### config.mk
export PLATFORM = sky130hd
export DESIGN_NAME = urv_csr_unit
export DESIGN_NICKNAME = d
export VERILOG_FILES = /design/src/rtl/urv_csr_unit.sv
export SDC_FILE = /design/constraint.sdc
export NUM_CORES = 1
export LEC_CHECK = 0
export CORE_MARGIN = 5
export CORE_UTILIZATION = 35
export CTS_CLUSTER_SIZE = 12
export DETAILED_ROUTE_END_ITERATION = 8
export HOLD_SLACK_MARGIN = 0.08
export PLACE_DENSITY = 0.71
export SLEW_MARGIN = 20
export SYNTH_ARGS = -nofsm -noshare
export SYNTH_HDL_FRONTEND = slang
export SYNTH_SLANG_ARGS = --single-unit
### constraint.sdc
create_clock -name clk_i -period 9.9 [get_ports clk_i]
set_input_delay 1.485 -clock clk_i [delete_from_list [all_inputs] [get_ports clk_i]]
set_output_delay 1.485 -clock clk_i [all_outputs]
set_load 0.02 [all_outputs]
### src/rtl/urv_csr_unit.sv
// CSR execute unit: decodes CSR instructions, owns cycle/instret counters and
// scratch registers, and forwards writes of trap-owned CSRs as a one-cycle strobe.
module urv_csr_unit #(
  parameter int CNT_WIDTH   = 40,
  parameter int NUM_SCRATCH = 1
) (
  input  logic                 clk_i,
  input  logic                 rst_i,
  input  logic                 x_stall_i,
  input  logic                 x_kill_i,
  input  logic                 x_retire_i,
  input  logic                 d_is_csr_i,
  input  logic [2:0]           d_fun_i,
  input  logic [4:0]           d_csr_imm_i,
  input  logic [11:0]          d_csr_sel_i,
  input  logic [31:0]          d_rs1_i,
  input  logic [CNT_WIDTH-1:0] csr_time_i,
  input  logic [31:0]          csr_mstatus_i,
  input  logic [31:0]          csr_mip_i,
  input  logic [31:0]          csr_mie_i,
  input  logic [31:0]          csr_mtvec_i,
  input  logic [31:0]          csr_mepc_i,
  input  logic [31:0]          csr_mcause_i,
  output logic [31:0]          x_rd_o,
  output logic                 x_csr_we_o,
  output logic [11:0]          x_csr_sel_o,
  output logic [31:0]          x_csr_write_value_o,
  output logic                 x_illegal_o
);

  localparam int HW = CNT_WIDTH - 32;
  localparam logic [CNT_WIDTH-1:0] CNT_ONE = 1;

  logic [CNT_WIDTH-1:0] cycle_reg, cycle_next;
  logic [CNT_WIDTH-1:0] instret_reg, instret_next;
  logic [31:0]          scratch_q [NUM_SCRATCH];

  logic        accept, mapped, is_external, wr_req, illegal, do_write;
  logic        scr_hit;
  logic [4:0]  scr_idx;
  logic [31:0] old_val, in2, new_val;

  assign accept   = d_is_csr_i & ~x_stall_i & ~x_kill_i;
  // Set/clear with x0 / zimm=0 is a pure read and must not trip the read-only check.
  assign wr_req   = ~(d_fun_i[1] && (d_csr_imm_i == 5'd0));
  assign illegal  = ~mapped | (wr_req & (d_csr_sel_i[11:10] == 2'b11));
  assign do_write = accept & ~illegal & wr_req;

  always_comb begin
    old_val     = 32'd0;
    mapped      = 1'b0;
    is_external = 1'b0;
    scr_hit     = 1'b0;
    scr_idx     = 5'd0;
    case (d_csr_sel_i)
      12'h300: begin old_val = csr_mstatus_i; mapped = 1'b1; is_external = 1'b1; end
      12'h304: begin old_val = csr_mie_i;     mapped = 1'b1; is_external = 1'b1; end
      12'h305: begin old_val = csr_mtvec_i;   mapped = 1'b1; is_external = 1'b1; end
      12'h341: begin old_val = csr_mepc_i;    mapped = 1'b1; is_external = 1'b1; end
      12'h342: begin old_val = csr_mcause_i;  mapped = 1'b1; is_external = 1'b1; end
      12'h344: begin old_val = csr_mip_i;     mapped = 1'b1; is_external = 1'b1; end
      12'hB00, 12'hC00: begin old_val = cycle_reg[31:0];   mapped = 1'b1; end
      12'hB80, 12'hC80: begin old_val = 32'(cycle_reg[CNT_WIDTH-1:32]);   mapped = 1'b1; end
      12'hB02, 12'hC02: begin old_val = instret_reg[31:0]; mapped = 1'b1; end
      12'hB82, 12'hC82: begin old_val = 32'(instret_reg[CNT_WIDTH-1:32]); mapped = 1'b1; end
      12'hC01: begin old_val = csr_time_i[31:0];              mapped = 1'b1; end
      12'hC81: begin old_val = 32'(csr_time_i[CNT_WIDTH-1:32]); mapped = 1'b1; end
      default: ;
    endcase
    if (d_csr_sel_i == 12'h340) begin
      scr_hit = 1'b1;
    end else if (d_csr_sel_i[11:4] == 8'h7C) begin
      scr_hit = 1'b1;
      scr_idx = 5'(d_csr_sel_i[3:0]) + 5'd1;
    end
    for (int k = 0; k < NUM_SCRATCH; k++) begin
      if (scr_hit && scr_idx == 5'(k)) begin
        old_val = scratch_q[k];
        mapped  = 1'b1;
      end
    end
  end

  always_comb begin
    in2 = d_fun_i[2] ? {27'd0, d_csr_imm_i} : d_rs1_i;
    case (d_fun_i[1:0])
      2'b10:   new_val = old_val | in2;
      2'b11:   new_val = old_val & ~in2;
      default: new_val = in2;
    endcase
  end

  // A half-write replaces that half; the other half sees no carry across the boundary.
  always_comb begin
    cycle_next   = cycle_reg + CNT_ONE;
    instret_next = instret_reg + {{(CNT_WIDTH-1){1'b0}}, x_retire_i};
    if (do_write && d_csr_sel_i == 12'hB00)
      cycle_next = {cycle_reg[CNT_WIDTH-1:32], new_val};
    else if (do_write && d_csr_sel_i == 12'hB80)
      cycle_next = {new_val[HW-1:0], cycle_reg[31:0] + 32'd1};
    if (do_write && d_csr_sel_i == 12'hB02)
      instret_next = {instret_reg[CNT_WIDTH-1:32], new_val};
    else if (do_write && d_csr_sel_i == 12'hB82)
      instret_next = {new_val[HW-1:0], instret_reg[31:0] + {31'd0, x_retire_i}};
  end

  always_ff @(posedge clk_i or posedge rst_i) begin
    if (rst_i) begin
      cycle_reg   <= '0;
      instret_reg <= '0;
    end else begin
      cycle_reg   <= cycle_next;
      instret_reg <= instret_next;
    end
  end

  for (genvar gi = 0; gi < NUM_SCRATCH; gi++) begin : g_scratch
    logic [31:0] scratch_reg;
    always_ff @(posedge clk_i or posedge rst_i) begin
      if (rst_i)
        scratch_reg <= 32'd0;
      else if (do_write && scr_hit && scr_idx == 5'(gi))
        scratch_reg <= new_val;
    end
    assign scratch_q[gi] = scratch_reg;
  end

  always_ff @(posedge clk_i or posedge rst_i) begin
    if (rst_i) begin
      x_rd_o              <= 32'd0;
      x_csr_we_o          <= 1'b0;
      x_csr_sel_o         <= 12'd0;
      x_csr_write_value_o <= 32'd0;
      x_illegal_o         <= 1'b0;
    end else begin
      x_csr_we_o  <= 1'b0;
      x_illegal_o <= 1'b0;
      if (accept) begin
        x_illegal_o <= illegal;
        if (!illegal) begin
          x_rd_o <= old_val;
          if (wr_req && is_external) begin
            x_csr_we_o          <= 1'b1;
            x_csr_sel_o         <= d_csr_sel_i;
            x_csr_write_value_o <= new_val;
          end
        end
      end
    end
  end

endmodule

==> flow_summary.json, run 1 <==
{
  "fin_skew_ns": 0.009903,
  "synth_ff_type": "dfrtp_1",
  "ys_types": 101,
  "reg2reg_depth": 9,
  "pin_count": 368,
  "synth_compound_area_share_pct": 25.19,
  "grt_pass1_vias": 13391,
  "yosysWarnings": 0,
  "total_power_mw": 1.891,
  "dieHeight_um": 201.0,
  "cts_resized": 0,
  "leakage_nw": 6.901,
  "final_nets": 2055,
  "min_period_over_period_pct": 50.71,
  "cp.required_ns": 10.24,
  "postCtsHoldBufs": 0,
  "synth_edf_count": 0,
  "cts.clk_slew.worst_paths_ns": 0.07,
  "critPathCapture": "g_scratch[0].scratch_reg[22]",
  "cp.depth": 11,
  "rsz0062_at_grt": "false",
  "syn-num-nets": 1748,
  "cts_tree": "done",
  "async_flop_share_pct": 100.0,
  "final-hold-violation-count": 0,
  "start_kind": "input port",
  "r2r_start": "instret_reg[0]",
  "areaGrowthSynthToFinish_pct": 35.54,
  "drive_gt1_share_pct": 7.849,
  "vdd_drop_max_uv": 124.2,
  "cp-startpoint": "d_csr_sel_i[0]",
  "gp_congestion": 1.038,
  "die_area_sq_mm": 0.04039,
  "die_w_um": 201.0,
  "cts_max_path_buffers": 2,
  "row_count": 70,
  "portBuffers": 367,
  "fin_util_pct": 47.60,
  "hold_slack_ns": 0.4722,
  "wl_um": 64650,
  "fmax_ghz": 0.1992,
  "final_cells": 2243,
  "first_pass_iters": 6,
  "place_area_sq_mm": 0.01669,
  "p_per_area_mw_per_mm2": 109.3,
  "maxCapViolCount": 0,
  "r2r_slack_ns": 6.68,
  "synthTopCellsByArea": "dfrtp_1, nor2_1, a21oi_1, nand2_1, o21ai_0",
  "drt-vias-per-instance": 6.141,
  "slew_headroom_pct": 26.17,
  "fin_ws_ns": 4.880,
  "run_status": "complete, no violations",
  "avgSynthCellArea_sq_um": 8.797,
  "core-area_sq_mm": 0.03635,
  "yosys.area.top_type": "dfrtp_1",
  "cp_max_fo": 14,
  "drtIter0Drc": 1751,
  "max_slew.worst_pin.slew_ns": 1.101,
  "post_drt_wl_per_cell_um": 28.82,
  "worstSkewPairLatency_ns": 0.44,
  "overflow": 0,
  "yosysTopAreaCellShare_pct": 37.25,
  "finalSetupViolCount": 0,
  "yosys.area_share.simple_pct": 22.67,
  "initial_core_util_pct": 35.12,
  "cts_root_buf": "clkbuf_16",
  "place_ws_ns": 4.306,
  "syn_area_sq_mm": 0.01276,
  "crit_slowest_cell": "a211oi_4",
  "critPathTopFamily": "compound AO/OA/AOI/OAI gates",
  "synth_cells": 1451,
  "synthAdderAreaFrac_pct": 0.6861,
  "synth_top_family_by_area": "compound AO/OA/AOI/OAI gates",
  "layout_min_cycle_time_ns": 5.020,
  "track_usage_pct": 30.72,
  "cts_sinks": 190,
  "cts_max_level": 4,
  "grt_max_degree": 121,
  "min_path_type": "flop to flop",
  "postLayoutCellArea_sq_mm": 0.01730,
  "cpMostUsedCell": "o21ai_0",
  "arrival_ns": 5.36,
  "antenna_left": 0,
  "route.vias.total": 13774,
  "post_cts_buffers": 0,
  "nFillCells": 3438,
  "dp_hpwl_um": 49620,
  "post-place-cells": 2206,
  "synth-seq-cells": 190,
  "drv_slew": 0,
  "antenna_found_initial": 5,
  "path_cells": "clkdlybuf4s50_1 > inv_1 > ha_1 > nand4bb_1 > a211oi_4 > a22o_1 > a2111oi_0 > buf_4 > o21ai_0 > o21ai_1 > o21ai_0",
  "r2r-end": "instret_reg[38]",
  "synth_xor_xnor_area_share_pct": 3.980,
  "drc": 0,
  "cp_num_buf_inv": 3,
  "max_stage_delay_ns": 0.84,
  "end_kind": "flop",
  "synth-seq-area-share_pct": 37.25,
  "crit_type": "input port to flop",
  "grt_pass1_wl_um": 93450,
  "cts_buffers": 17,
  "final.setup.tns_ns": 0,
  "muxShareOfSynthArea_pct": 4.940
}
cells by family (layout without fill, tap and decap cells):
kind of cell	count (synthesis)	after routing
buffers and inverters	133	453
AND/OR/NAND/NOR	551	551
XOR/XNOR	58	58
other	0	4
adder cells (fa/ha/maj)	7	7
flip-flops	190	190
multiplexers	56	56
AO/OA/AOI/OAI	456	456
placed cells by master, fill, tap and decap left out, types with 19 or more instances in the layout:
master             n
mux2i_1           27
nand2b_1          30
a22o_1            37
nor2_1           158
nand3_1           73
o21ai_0           75
and3_1            19
dfrtp_1          190
xnor2_1           37
buf_4             33
a31oi_1           34
a221oi_1          19
a22oi_1           31
xor2_1            21
o21ai_1           20
nand2_1          124
a21oi_1          111
clkdlybuf4s50_1  366
nor3_1            24
inv_1             19
report_power, final:
| part | switching, mW | leakage [nW] | internal [mW] |
|---|---|---|---|
| logic | 0.168 | 4.03 | 0.166 |
| clock network | 0.319 | 0.282 | 0.392 |
| registers | 0.0452 | 2.59 | 0.802 |
| total | 0.532 | 6.90 | 1.36 |
area by class of cell:
class	instances	area (sq um)	share of cell area, %
antenna	4	10.01	0.05785
clock buffer	22	474.2	2.741
clock inverter	10	111.4	0.6436
inverter	20	82.58	0.4773
multi-input combinational	1128	7356	42.52
sequential	190	4755	27.48
tap	468	585.6	3.384
timing repair buffer	401	3928	22.70
per-layer routing:
metal	GRT usage, %	up-vias	routed length, um
met5	0	-	18
met4	13.64	2	3208
met3	9.111	163	7187
met2	48.11	939	29060
met1	39.41	6654	25180
li1	-	6016	-
how the worst min path moves through the flow:
stage | from | end | slack, ns | depth (start not counted)
2_1_floorplan | g_scratch[0].scratch_reg[0] | g_scratch[0].scratch_reg[0] | 0.46 | 2
3_3_place_gp | x_csr_sel_o[9] | x_csr_sel_o[9] | 0.45 | 1
3_5_place_dp | x_csr_sel_o[8] | x_csr_sel_o[8] | 0.46 | 1
4_1_cts | x_csr_sel_o[8] | x_csr_sel_o[8] | 0.48 | 1
5_1_grt | x_csr_sel_o[5] | x_csr_sel_o[5] | 0.51 | 1
6_report | x_csr_sel_o[8] | x_csr_sel_o[8] | 0.47 | 1
worst register-to-register path, cell delays in order, from the launching register on:
cell     delay [ns]
dfrtp_1        0.40
ha_1           0.21
ha_1           0.23
and4_1         0.38
nand2_1        0.14
nor4_2         0.90
nand3_1        0.22
a21o_1         0.23
a21oi_1        0.23
o21ai_0        0.12
cell usage after synthesis, types with 20 or more instances:
library cell,n
buf_2,47
dfrtp_1,190
nor2_1,159
nand2b_1,30
a22oi_1,31
mux2i_1,27
nand2_1,124
a22o_1,37
xnor2_1,37
nand3_1,73
inv_1,20
nor3_1,24
a21oi_1,111
clkbuf_1,42
xor2_1,21
a31oi_1,34
o21ai_1,20
o21ai_0,75
Note: power is estimated with default switching activity, not from simulation.
==> run 2: changes to the inputs <==
--- a/config.mk
+++ b/config.mk
@@ -10,7 +10,7 @@
 export CTS_CLUSTER_SIZE = 12
 export DETAILED_ROUTE_END_ITERATION = 8
 export HOLD_SLACK_MARGIN = 0.08
-export PLACE_DENSITY = 0.71
+export PLACE_DENSITY = 0.73
 export SLEW_MARGIN = 20
 export SYNTH_ARGS = -nofsm -noshare
 export SYNTH_HDL_FRONTEND = slang
==> constraint.sdc (replaced) <==
create_clock -name clk_i -period 4.5 [get_ports clk_i]
set_input_delay 0.675 -clock clk_i [delete_from_list [all_inputs] [get_ports clk_i]]
set_output_delay 0.675 -clock clk_i [all_outputs]
set_load 0.02 [all_outputs]
==> flow_summary.json, run 2 (synthesized netlist as in run 1, its figures left out) <==
{
  "run_status": "complete, no violations",
  "layout_common_cells": "clkdlybuf4s50_1, dfrtp_1, nor2_1",
  "min_period_over_period_pct": 85.00,
  "cp.required_ns": 4.86,
  "cts_buffers": 17,
  "place_area_sq_mm": 0.01720,
  "cts_max_level": 4,
  "core-area_sq_mm": 0.03635,
  "cts_max_path_buffers": 2,
  "post_cts_buffers": 0,
  "route.vias.total": 13920,
  "total_power_mw": 4.062,
  "drt-met1-wl_um": 27180,
  "finalSetupViolCount": 0,
  "cts.clk_slew.worst_paths_ns": 0.07,
  "r2r_slack_ns": 1.74,
  "met2_length_um": 30080,
  "combPwrFrac_pct": 18.8,
  "drv_slew": 0,
  "arrival_ns": 4.19,
  "grt_pass1_wl_um": 95210,
  "final_common_cell": "clkdlybuf4s50_1",
  "overflow": 0,
  "cp-startpoint": "d_csr_sel_i[1]",
  "multi_input_area_sq_mm": 0.007350,
  "gp_congestion": 1.033,
  "post_drt_wl_per_cell_um": 28.72,
  "first_pass_iters": 9,
  "rsz0062_at_grt": "false",
  "cts_sinks": 190,
  "drt-vias-per-instance": 6.057,
  "cts_resized": 0,
  "power.switching_mw": 1.162,
  "final_cells": 2298,
  "worstSkewPairLatency_ns": 0.44,
  "vdd_drop_max_uv": 199.0,
  "swShare_pct": 28.60,
  "end_kind": "flop",
  "seqPwrFrac_pct": 45.5,
  "post-place-cells": 2266,
  "postCtsHoldBufs": 0,
  "antenna_left": 0,
  "areaGrowthSynthToFinish_pct": 38.94,
  "critPathCapture": "x_csr_write_value_o[14]",
  "row_count": 70,
  "drive_gt1_share_pct": 10.72,
  "cts_root_buf": "clkbuf_16",
  "portBuffers": 367,
  "grt_max_degree": 101,
  "layout_min_cycle_time_ns": 3.825,
  "reg2reg_depth": 8,
  "start_kind": "input port",
  "fmax_ghz": 0.2614,
  "wl_um": 65990,
  "wl_met3_um": 5730,
  "die_w_um": 201.0,
  "min_path_type": "flop to flop",
  "postLayoutCellArea_sq_mm": 0.01774,
  "fin_util_pct": 48.80,
  "max_slew.worst_pin.slew_ns": 0.9174,
  "clkPwrFrac_pct": 35.7,
  "leakage_nw": 7.182,
  "pin_count": 368,
  "track_usage_pct": 31.44,
  "slew_headroom_pct": 38.28,
  "cts_tree": "done",
  "maxCapViolCount": 0,
  "final_nets": 2114,
  "grt_pass1_vias": 13648,
  "final.setup.tns_ns": 0,
  "drc": 0,
  "final-seq-area_sq_mm": 0.004755,
  "cp_max_fo": 17,
  "p_int_mw": 2.900,
  "antenna_found_initial": 5,
  "highest_layer": "met5",
  "dieHeight_um": 201.0,
  "p_per_area_mw_per_mm2": 229.0,
  "crit_type": "input port to flop",
  "r2r_start": "cycle_reg[0]",
  "drtIter0Drc": 1556,
  "fin_skew_ns": 0.009861,
  "initial_core_util_pct": 35.12,
  "r2r-end": "cycle_reg[36]",
  "final-hold-violation-count": 0,
  "nFillCells": 3490,
  "dp_hpwl_um": 52380,
  "die_area_sq_mm": 0.04039
}
## run 2: cell count changes in the layout (fill, tap and decap cells not counted), moves of 2 or more
| cell | before | now |
|---|---|---|
| buf_12 | 0 | 5 |
| buf_4 | 33 | 88 |
| diode_2 | 4 | 1 |
| bufinv_16 | 2 | 0 |
| clkinv_4 | 0 | 2 |
## run 2: worst min path at each step
stage / end / start / slack, ns / depth (start not counted)
after floorplan: g_scratch[0].scratch_reg[0] / g_scratch[0].scratch_reg[0] / 0.46 / 2
after global placement: x_csr_sel_o[8] / x_csr_sel_o[8] / 0.45 / 1
after detailed placement: x_csr_sel_o[8] / x_csr_sel_o[8] / 0.45 / 1
after CTS: x_csr_sel_o[8] / x_csr_sel_o[8] / 0.47 / 1
after global routing: x_rd_o[11] / x_rd_o[11] / 0.50 / 1
final: x_csr_sel_o[8] / x_csr_sel_o[8] / 0.47 / 1
## run 2: cell type report
class	count	area share [%]
tap	468	3.302
multi-input combinational	1128	41.44
clock inverter	8	0.3245
timing repair buffer	460	24.97
antenna	1	0.01411
inverter	20	0.4444
sequential	190	26.81
clock buffer	23	2.695
## run 2: critical path, cell delays in order
cell and delay (ns):
clkdlybuf4s50_1 0.51, inv_1 0.15, ha_1 0.39, buf_4 0.29
nand3b_1 0.11, a2111oi_0 0.81, buf_4 0.22, o21ai_0 0.11
buf_4 0.18, a41oi_2 0.20, o211ai_1 0.27, a31oi_1 0.27
## run 2: through the flow
| stage | hold WS [ns] | setup WS [ns] |
|---|---|---|
| after floorplan | 0.4563 | 1.377 |
| after global placement | 0.4477 | 0.3742 |
| after detailed placement | 0.4524 | 0.3676 |
| after CTS | 0.4734 | 0.8204 |
| after global routing | 0.5010 | 0.4999 |
| final | 0.4690 | 0.6750 |
## run 2: power by group through the flow
| stage | Sequential [mW] | Clock [mW] | Combinational [mW] |
|---|---|---|---|
| finish | 1.85 | 1.45 | 0.764 |
| global route | 1.86 | 1.53 | 0.811 |
| global placement | 1.88 | 0 | 0.750 |
| detailed placement | 1.88 | 0 | 0.753 |
| CTS | 1.85 | 1.47 | 0.758 |
| floorplan | 1.85 | 0 | 0.309 |
## run 2: metal layers
metal,track usage [%],up-vias
met5,0,-
met4,12.46,6
met3,6.591,132
met2,50.53,761
met1,41.60,6891
li1,-,6130
==> run 3: changes to the inputs <==
--- a/config.mk
+++ b/config.mk
@@ -10,7 +10,7 @@
 export CTS_CLUSTER_SIZE = 12
 export DETAILED_ROUTE_END_ITERATION = 8
 export HOLD_SLACK_MARGIN = 0.08
-export PLACE_DENSITY = 0.73
+export PLACE_DENSITY = 0.71
 export SLEW_MARGIN = 20
 export SYNTH_ARGS = -nofsm -noshare
 export SYNTH_HDL_FRONTEND = slang
==> constraint.sdc (replaced) <==
create_clock -name clk_i -period 3.55 [get_ports clk_i]
set_input_delay 0.5325 -clock clk_i [delete_from_list [all_inputs] [get_ports clk_i]]
set_output_delay 0.5325 -clock clk_i [all_outputs]
set_load 0.02 [all_outputs]
==> flow_summary.json, run 3 (synthesized netlist as in run 1, its figures left out) <==
{
  "run_status": "complete, no violations",
  "final.setup.tns_ns": 0,
  "route.vias.total": 14185,
  "postCtsHoldBufs": 0,
  "fin_skew_ns": 0.01160,
  "min_path_type": "flop to flop",
  "grt_pass1_vias": 13980,
  "fmax_ghz": 0.2963,
  "rsz0062_at_grt": "false",
  "wl_um": 65880,
  "final_common_cell": "clkdlybuf4s50_1",
  "r2r_slack_ns": 0.89,
  "cts_root_buf": "clkbuf_16",
  "die_w_um": 201.0,
  "dieHeight_um": 201.0,
  "overflow": 0,
  "slew_headroom_pct": 49.64,
  "final_nets": 2216,
  "initial_core_util_pct": 35.12,
  "gp_congestion": 1.069,
  "vdd_drop_max_uv": 338.0,
  "end_kind": "flop",
  "min_period_over_period_pct": 95.06,
  "cts_tree": "done",
  "total_power_mw": 5.304,
  "final-hold-violation-count": 0,
  "final-seq-area_sq_mm": 0.004755,
  "worstSkewPairLatency_ns": 0.45,
  "start_kind": "input port",
  "drc": 0,
  "maxCapViolCount": 0,
  "leakage_nw": 7.779,
  "cts.clk_slew.worst_paths_ns": 0.07,
  "cp_max_fo": 10,
  "place_area_sq_mm": 0.01822,
  "hold_slack_ns": 0.4706,
  "cp.required_ns": 3.87,
  "first_pass_iters": 6,
  "antenna_found_initial": 0,
  "grt_max_degree": 75,
  "crit_slowest_cell": "nor4_1",
  "nFillCells": 3452,
  "layout_common_cells": "clkdlybuf4s50_1, dfrtp_1, buf_4",
  "portBuffers": 367,
  "finalSetupViolCount": 0,
  "cts_sinks": 190,
  "drv_slew": 0,
  "cts_max_path_buffers": 2,
  "antenna_left": 0,
  "postLayoutCellArea_sq_mm": 0.01879,
  "grt_pass1_wl_um": 96010,
  "crit_type": "input port to flop",
  "post_drt_wl_per_cell_um": 27.45,
  "post-place-cells": 2368,
  "final_cells": 2400,
  "dp_hpwl_um": 53040,
  "path_cells": "clkdlybuf4s50_1 > inv_1 > ha_1 > nand4bb_1 > a211oi_4 > buf_4 > buf_12 > a22o_1 > nor4_1 > o21ai_0 > o21ai_1 > buf_4 > o21ai_0",
  "cts_buffers": 17,
  "drtIter0Drc": 1552,
  "cts_resized": 0,
  "max_slew.worst_pin.slew_ns": 0.7485,
  "cts_max_level": 4,
  "pin_count": 368,
  "fin_ws_ns": 0.1754,
  "row_count": 70,
  "place_ws_ns": -0.2036,
  "areaGrowthSynthToFinish_pct": 47.20,
  "track_usage_pct": 31.60,
  "max_stage_delay_ns": 0.67,
  "num_antenna_cells": 0,
  "layout_min_cycle_time_ns": 3.375,
  "die_area_sq_mm": 0.04039,
  "multi_input_area_sq_mm": 0.007356,
  "drive_gt1_share_pct": 15.53,
  "p_per_area_mw_per_mm2": 282.3,
  "fin_util_pct": 51.69,
  "post_cts_buffers": 0,
  "drt-vias-per-instance": 5.910,
  "arrival_ns": 3.69,
  "core-area_sq_mm": 0.03635
}
==> run 3: final cells by class <==
type	count	area share [%]
Clock buffer	21	2.451
Clock inverter	11	0.5793
Inverter	20	0.4195
Multi-Input combinational cell	1128	39.15
Sequential cell	190	25.30
Tap cell	468	3.116
Timing Repair Buffer	562	28.98
==> run 3: path summary, 6_finish.rpt <==
path                           startpoint                          end  cells after the start
max in group asynchronous           rst_i  g_scratch[0].scratch_reg[4]                      4
setup reg to reg            cycle_reg[10]                cycle_reg[39]                      6
hold / removal             x_csr_sel_o[8]               x_csr_sel_o[8]                      1
min in group asynchronous           rst_i                cycle_reg[25]                      2
hold reg to reg            x_csr_sel_o[8]               x_csr_sel_o[8]                      1
setup / recovery           d_csr_sel_i[0]                cycle_reg[11]                     13
==> run 3: per-layer routing <==
| metal | up-vias | wire length, um | global-route usage (%) |
|---|---|---|---|
| met1 | 6900 | 26920 | 42.11 |
| met4 | 0 | 2417 | 10.82 |
| met5 | - | 0 | 0 |
| met2 | 829 | 30810 | 51.59 |
| li1 | 6338 | - | - |
| met3 | 118 | 5730 | 6.171 |
==> run 3: power by group <==
group	internal, mW	total [mW]	leakage, nW	switching [mW]
logic	0.531	1.03	4.92	0.495
clock network	1.01	1.93	0.272	0.913
registers	2.24	2.35	2.59	0.115
total	3.78	5.30	7.78	1.52
==> run 3: worst max-delay path, delay by kind of cell <==
kind	cells	cell delay [ns]
adders and majority gates	1	0.29
AOI/OAI and AO/OA	5	0.83
buffers and inverters	5	1.11
and+or+nand+nor	2	0.91
